`src/rtl/msix_irq_scheduler.sv`:
```
// MSI-X interrupt scheduler: per-vector request counters, round-robin arbitration among
// pending unmasked vectors, req/ack + done/fail handshake with the issuer, and retry with backoff.
module msix_irq_scheduler #(
    parameter int unsigned C_NUM_IRQ_INPUTS = 4,
    parameter int unsigned C_VEC_WIDTH      = 5,
    parameter int unsigned C_CNT_WIDTH      = 4,
    parameter int unsigned C_MAX_RETRY      = 3,
    parameter int unsigned C_RETRY_GAP      = 16
) (
    input  logic                        clk,
    input  logic                        rst,
    input  logic [C_NUM_IRQ_INPUTS-1:0] irq,
    input  logic [C_NUM_IRQ_INPUTS-1:0] vec_mask,
    input  logic [1:0]                  cfg_interrupt_msix_enable,
    input  logic [1:0]                  cfg_interrupt_msix_mask,
    output logic                        sched_req,
    output logic [C_VEC_WIDTH-1:0]      sched_vector,
    input  logic                        sched_ack,
    input  logic                        sched_done,
    input  logic                        sched_fail,
    output logic [C_NUM_IRQ_INPUTS-1:0] pba_pending,
    output logic                        overflow,
    output logic                        drop_err,
    output logic                        busy
);

    localparam int unsigned N  = C_NUM_IRQ_INPUTS;
    localparam int unsigned RW = (C_MAX_RETRY > 0) ? $clog2(C_MAX_RETRY + 1) : 1;
    localparam int unsigned GW = $clog2(C_RETRY_GAP + 1);
    localparam logic [C_CNT_WIDTH-1:0] CntMax = '1;

    typedef enum logic [1:0] {StIdle, StReq, StWait, StBackoff} state_e;

    state_e                 state_q, state_d;
    logic [C_CNT_WIDTH-1:0] cnt_q [N];
    logic [C_CNT_WIDTH-1:0] cnt_d [N];
    logic [C_VEC_WIDTH-1:0] grant_q, grant_d;
    logic [C_VEC_WIDTH-1:0] rr_q, rr_d;
    logic [RW-1:0]          retry_q, retry_d;
    logic [GW-1:0]          gap_q, gap_d;
    logic [N-1:0]           pba_q, pba_d;
    logic                   ov_q, ov_d;
    logic                   drop_q, drop_d;

    logic [N-1:0]           eligible;
    logic [N-1:0]           grant_oh;
    logic [N-1:0]           dec;
    logic                   dec_grant;
    logic                   enabled;
    logic                   grant_elig;
    logic                   hi_found;
    logic [C_VEC_WIDTH-1:0] hi_idx;
    logic [C_VEC_WIDTH-1:0] any_idx;
    logic [C_VEC_WIDTH-1:0] grant_sel;

    // Only PF0 is served; the PF1 configuration bits are intentionally ignored.
    logic unused_cfg;
    assign unused_cfg = cfg_interrupt_msix_enable[1] ^ cfg_interrupt_msix_mask[1];

    assign enabled = cfg_interrupt_msix_enable[0] & ~cfg_interrupt_msix_mask[0];

    // Eligibility, one-hot of the current grant and its decrement strobe.
    always_comb begin
        eligible = '0;
        grant_oh = '0;
        dec      = '0;
        for (int i = 0; i < int'(N); i++) begin
            eligible[i] = (cnt_q[i] != '0) && !vec_mask[i];
            grant_oh[i] = (grant_q == C_VEC_WIDTH'(i));
            dec[i]      = dec_grant && grant_oh[i];
        end
        grant_elig = |(eligible & grant_oh);
    end

    // Round-robin search: lowest eligible index above the pointer, else lowest overall (wrap).
    always_comb begin
        hi_found = 1'b0;
        hi_idx   = '0;
        any_idx  = '0;
        for (int i = int'(N) - 1; i >= 0; i--) begin
            if (eligible[i]) begin
                any_idx = C_VEC_WIDTH'(i);
                if (i > int'(rr_q)) begin
                    hi_found = 1'b1;
                    hi_idx   = C_VEC_WIDTH'(i);
                end
            end
        end
        grant_sel = hi_found ? hi_idx : any_idx;
    end

    // Scheduler FSM next-state and handshake decode.
    always_comb begin
        state_d   = state_q;
        grant_d   = grant_q;
        rr_d      = rr_q;
        retry_d   = retry_q;
        gap_d     = gap_q;
        dec_grant = 1'b0;
        drop_d    = 1'b0;
        unique case (state_q)
            StIdle: begin
                if (enabled && (|eligible)) begin
                    grant_d = grant_sel;
                    rr_d    = grant_sel;
                    state_d = StReq;
                end
            end
            StReq: begin
                if (sched_ack) begin
                    state_d = StWait;
                end
            end
            StWait: begin
                // done wins over a simultaneous fail
                if (sched_done) begin
                    dec_grant = 1'b1;
                    retry_d   = '0;
                    state_d   = StIdle;
                end else if (sched_fail) begin
                    if (32'(retry_q) < C_MAX_RETRY) begin
                        retry_d = retry_q + 1'b1;
                        gap_d   = '0;
                        state_d = StBackoff;
                    end else begin
                        dec_grant = 1'b1;
                        drop_d    = 1'b1;
                        retry_d   = '0;
                        state_d   = StIdle;
                    end
                end
            end
            StBackoff: begin
                // Retry keeps the same vector; park here while it is masked or disabled.
                if (gap_q != GW'(C_RETRY_GAP - 1)) begin
                    gap_d = gap_q + 1'b1;
                end else if (enabled && grant_elig) begin
                    state_d = StReq;
                end
            end
            default: state_d = StIdle;
        endcase
    end

    // Saturating per-vector counters; simultaneous irq and dec cancel out.
    always_comb begin
        ov_d = 1'b0;
        for (int i = 0; i < int'(N); i++) begin
            cnt_d[i] = cnt_q[i];
            if (irq[i] && !dec[i]) begin
                if (cnt_q[i] == CntMax) begin
                    ov_d = 1'b1;
                end else begin
                    cnt_d[i] = cnt_q[i] + 1'b1;
                end
            end else if (!irq[i] && dec[i]) begin
                cnt_d[i] = cnt_q[i] - 1'b1;
            end
            pba_d[i] = (cnt_d[i] != '0);
        end
    end

    // State registers with synchronous reset.
    always_ff @(posedge clk) begin
        if (rst) begin
            state_q <= StIdle;
            grant_q <= '0;
            rr_q    <= C_VEC_WIDTH'(N - 1);
            retry_q <= '0;
            gap_q   <= '0;
            pba_q   <= '0;
            ov_q    <= 1'b0;
            drop_q  <= 1'b0;
            for (int i = 0; i < int'(N); i++) begin
                cnt_q[i] <= '0;
            end
        end else begin
            state_q <= state_d;
            grant_q <= grant_d;
            rr_q    <= rr_d;
            retry_q <= retry_d;
            gap_q   <= gap_d;
            pba_q   <= pba_d;
            ov_q    <= ov_d;
            drop_q  <= drop_d;
            for (int i = 0; i < int'(N); i++) begin
                cnt_q[i] <= cnt_d[i];
            end
        end
    end

    assign sched_req    = (state_q == StReq);
    assign sched_vector = grant_q;
    assign busy         = (state_q != StIdle);
    assign pba_pending  = pba_q;
    assign overflow     = ov_q;
    assign drop_err     = drop_q;

endmodule

```
`config.mk`:
```
export PLATFORM = sky130hd
export DESIGN_NAME = msix_irq_scheduler
export DESIGN_NICKNAME = d
export VERILOG_FILES = /design/src/rtl/msix_irq_scheduler.sv
export SDC_FILE = /design/constraint.sdc
export NUM_CORES = 1
export LEC_CHECK = 0
export ABC_AREA = 1
export CORE_ASPECT_RATIO = 0.5
export CORE_MARGIN = 5
export CORE_UTILIZATION = 55
export DETAILED_ROUTE_END_ITERATION = 6
export MAX_ROUTING_LAYER = met4
export PLACE_DENSITY = 0.88
export SETUP_SLACK_MARGIN = 0.15
export SYNTH_ARGS = -nofsm -noshare
export SYNTH_HDL_FRONTEND = slang
export SYNTH_SLANG_ARGS = --single-unit
```
`constraint.sdc`:
```
create_clock -name clk -period 3 [get_ports clk]
set_input_delay 0.75 -clock clk [delete_from_list [all_inputs] [get_ports clk]]
set_output_delay 0.75 -clock clk [all_outputs]
set_load 0.01 [all_outputs]
```
* Yosys cells after proc, flatten, opt, wreduce, memory -nomap -nowiden
Memories as Yosys holds them, arrays and structs flattened. Index checks and enable logic that the tools add are counted.
Word-level totals: bits of input ports 17, flip-flop bits (word level) 25, logic and storage cells 165, memories kept 1, memory bits (writable) 16
Memories:
- cnt_q | depth 4, bits a word 4, read ports 4, clocked after Yosys merged registers in 0, write ports 4, RTL line 35 | logic [C_CNT_WIDTH-1:0] cnt_q [N];
Operators by class: multiplexer cells 64, order comparisons 4, bitwise logic cells 8, equal/unequal tests 20, reduce and logical (&&, ||, !) cells 50, add/subtract/negate cells 10
Operators by type and width (number):
- $mux W4 | 16
- $mux W5 | 12
- $reduce_bool A4 Y1 | 8
- $mux W2 | 13
- $mux W1 | 21
- $logic_and A1 B1 Y1 | 18
- $add A4 B1 Y4 const B | 4
- $eq A4 B4 Y1 const B | 4
- $sub A4 B1 Y4 const B | 4
- $ne A2 B2 Y1 const B | 7
- $logic_not A1 Y1 | 12
- $eq A5 B2 Y1 const B | 2
- $gt A2 B5 Y1 const A | 2
- $pmux W5 S2 | 1
- $reduce_and A5 Y1 | 2
- $pmux W2 S4 | 1
- $reduce_or A4 Y1 | 2
- $reduce_bool A2 Y1 | 3
- $add A5 B1 Y5 const B | 1
- $eq A5 B1 Y1 const B | 1
- $gt A1 B5 Y1 const A | 1
- $logic_not A5 Y1 | 1
- $ne A5 B4 Y1 const B | 1
- $and A4 B4 Y4 | 1
- 12 further kinds | 18

* Longest topological paths before layout
word-level depth 15, gate-level depth with buffers 13, gate-level depth less buffers 13

* Worst setup path after synthesis
OpenSTA, ideal clock, no wires.
kind input -> register, start point input port sched_fail, end point register pba_q[0], in the netlist pba_pending[0], stages 12, path buffers 0, setup time 0.128 ns, data arrival time 1.601 ns, path slack 1.272 ns, cell sequence nand2_1 > nand2_1 > nand3_1 > nand2_2 > inv_1 > nand2_1 > nand2_1 > nand2_1 > nand2_1 > nand2_1 > nor2_1 > nor2_1
Between the ends: word-level cells in the longest chain between the ends 8
Ends and longest elaborated chain:
- from (decl) | RTL line 20 | input logic sched_fail,
- $mux W1 * | RTL line 120 | end else if (sched_fail) begin
- $mux W1 * | RTL line 116 | if (sched_done) begin
- $mux W1 * | RTL line 101 | unique case (state_q)
- $logic_and A1 B1 Y1 * | RTL line 70 | dec[i] = dec_grant && grant_oh[i];
- $logic_and A1 B1 Y1 / $logic_not A1 Y1 (equally long branches) | RTL line 156, 150
- $mux W4 / $logic_and A1 B1 Y1 (equally long branches) | RTL line 156, 150
- $mux W4 * | RTL line 150 | if (irq[i] && !dec[i]) begin
- $reduce_bool A4 Y1 * | RTL line 159 | pba_d[i] = (cnt_d[i] != '0);
- to (signal assigned) | RTL line 183 | pba_q <= pba_d;
- to (decl) | RTL line 41 | logic [N-1:0] pba_q, pba_d;
Mark *: on every way between the ends. The rest lies on a longest branch, timed or not. A chain may end at the register's enable or synchronous reset.

* Worst setup path in the final report
start point register state_q[0], end point output port busy
Between the ends: word-level cells in the longest chain between the ends 1
Ends and longest elaborated chain:
- from (decl) | RTL line 34 | state_e state_q, state_d;
- from (signal assigned) | RTL line 166 | state_q <= StIdle;
- from (signal assigned) | RTL line 178 | state_q <= state_d;
- $reduce_bool A2 Y1 | RTL line 194 | assign busy = (state_q != StIdle);
- to (decl) | RTL line 24 | output logic busy
Every way passes these cells.

==> metrics.yaml <==
timing:
  finalCriticalPeriod_ns: 2.327
  finClkSkew_ns: 0.004693
  fin_crit_sh_pct: 77.55
  whs_ns: 0.4625
  fmax_mhz: 429.8
  tns_ns: 0
  finalSetupViolations: 0
  grt_setup_unrepaired: "false"
  slew_violations: 0
  hold_violations: 0
synthesis:
  synth_area_sq_um: 2457
  synth_top_area_share_pct: 28.51
  ys_ff_latch: 35
  post_synth.cell_area_avg_sq_um: 6.205
  ys_seq_area_share_pct: 28.51
  synthDistinctLibCells: 30
  synth_top_cell_by_area: "dfxtp_1"
  synth_warnings: 0
  syn_inst: 396
  synth_area_leaders: "dfxtp_1, nand2_1, inv_1"
placement:
  gp_congestion: 0.9384
  place_area_sq_um: 2745
  dp_hpwl_um: 4097
  io_buffer_count: 24
clocking:
  htree_num_levels: 2
  path_clk_slew_ns: 0.07
  cts_setup_buffers: 0
  cts_tree: "yes"
  cts_root_buf: "clkbuf_8"
  cts.path.max_buffers: 2
  clock_latency_ns: 0.29
  cts.sinks: 35
  cts_resized: 0
  numCtsBuffers: 5
  cts_hold_buf: 0
floorplan:
  rows: 17
  io_pins: 30
  core_sq_um: 4360
  start_util_pct: 56.36
  dieArea_sq_um: 5986
  die_y_um: 57.27
  dieWidth_um: 104.5
layout:
  layout-drive-gt1-share_pct: 6.132
  nets: 455
  antenna_cells: 0
  fin_util_pct: 65.25
  final_common_cell: "nand2_1"
  layout_common_cells: "nand2_1, inv_1, nor2_1"
  postLayoutCellArea_sq_um: 2845
  areaGrowthSynthToFinish_pct: 15.78
job:
  max_cap_violations: 0
critical_path:
  critical_path_class: "register to primary output"
  crit_required_ns: 2.25
  max_stage_delay_ns: 0.53
  worstPathArrival_ns: 1.58
  end_kind: "primary output"
  start_kind: "register"
  critPathSlowestCell: "clkdlybuf4s50_1"
  crit_fanout: 4
  cp_cell_sequence: "inv_1 -> ha_1 -> inv_1 -> clkdlybuf4s50_1"
  cp_common_cell: "inv_1"
worst_hold_path:
  hp-class: "register to register"
drt:
  viasPerCell: 5.112
  routed_wirelength_um: 5268
  wl_per_cell_um: 10.95
  drc: 0
  via_count: 2459
  dr.pass1.iters: 4
  final_antenna_net_count: 0
  drt_iter0_markers: 101
status:
  status: "completed"
grt:
  grt_overflow: 0
  grt_usage_pct: 18.88
  antenna_found_initial: 0
  grt_max_degree: 25
  grt_pass1_vias: 2252
  grt_pass1_wl_um: 9246
power:
  ir_drop_mv: 0.2301
  p_comb_share_pct: 36.6
  p_switching_w: 0.0005439
  power_density_nw_per_um2: 527.1
  internal_power_w: 0.0009559
  p_leak_nw: 1.388
  power_frac_seq_pct: 37.9
  pwr-share-clk_pct: 25.4
  swShare_pct: 36.27
  power_w: 0.001500
## final timing paths
| kind | start | end | slack, ns | cells past startpoint |
|---|---|---|---|---|
| worst max-delay path | state_q[0] | busy | 0.67 | 4 |
| worst min-delay path | gap_q[4] | gap_q[4] | 0.46 | 2 |
| worst max register to register | gap_q[0] | gap_q[3] | 1.04 | 12 |
| worst min register to register | gap_q[4] | gap_q[4] | 0.46 | 2 |
## layout make-up
class                           instances  area, sq um
Clock buffer                            8        100.1
Fill cell                             397         1515
Inverter                               61        229.0
Multi-Input combinational cell        295         1496
Sequential cell                        35        700.7
Tap cell                               57        71.32
Timing Repair Buffer                   25        247.7
## through the flow
step / std cells / worst slack, ns
6_report: 481 / 0.6734
5_1_grt: 481 / 0.5480
4_1_cts: 481 / 0.6600
3_5_place_dp: 473 / 0.4287
3_3_place_gp: 473 / 0.4925
2_1_floorplan: 398 / 1.272
## cell families (layout without fill, tap and decap cells)
family	Yosys count	after routing	synth area share, %
other	1	3	0.1526
buffers and inverters	68	94	10.90
DFF	35	35	28.51
and+or+nand+nor	212	212	37.58
adders and majority gates	15	15	7.637
xor gates and xnor gates	7	7	2.495
AOI/OAI and AO/OA	58	58	12.73
## power groups by stage
stage | clock, W | sequential, W | combinational, W
2_1_floorplan | 0 | 0.000575 | 0.000394
6_report | 0.000381 | 0.000569 | 0.000549
3_5_place_dp | 0 | 0.000579 | 0.000547
5_1_grt | 0.000414 | 0.000579 | 0.000635
3_3_place_gp | 0 | 0.000578 | 0.000535
4_1_cts | 0.000391 | 0.000569 | 0.000552
## sequential cells by signal, summed over array words and instances, names as in the netlist
register      flops
cnt_q            16
drop_err          1
retry_q           2
pba_pending       4
sched_vector      2
rr_q              2
overflow          1
state_q           2
gap_q             5
## Yosys cell counts
cell,number
o211ai_1,2
buf_2,1
o21ai_0,16
nor3_1,7
buf_4,3
nand2_2,4
a21oi_1,29
o21a_1,1
clkinv_1,1
clkbuf_1,3
or2_2,1
inv_1,58
nor2_1,48
inv_2,2
nor2_4,3
nand4_1,1
conb_1,1
xnor2_1,1
a31oi_1,1
nand2_4,2
nor2_2,3
dfxtp_1,35
nand3b_1,2
o22ai_1,2
ha_1,15
xor2_1,6
o21ai_1,4
o21ai_2,3
nand3_1,41
nand2_1,100
## worst max-delay path: cells and delay by family, from the launching register on
kind,cells,cell delay (ns)
flip-flops,1,0.38
buffers and inverters,3,0.69
adder cells (fa/ha/maj),1,0.23
## layer usage
| metal | vias to the layer above | part of all wire, % | track usage (%) | routed length (um) |
|---|---|---|---|---|
| li1 | 1306 | - | - | - |
| met1 | 1114 | 49 | 22.72 | 2557 |
| met2 | 32 | 47 | 32.49 | 2489 |
| met3 | 7 | 3.1 | 3.842 | 163 |
| met4 | 0 | 1.1 | 5.166 | 58 |
| met5 | - | 0 | - | 0 |
Power figures use the tool's default switching activity.
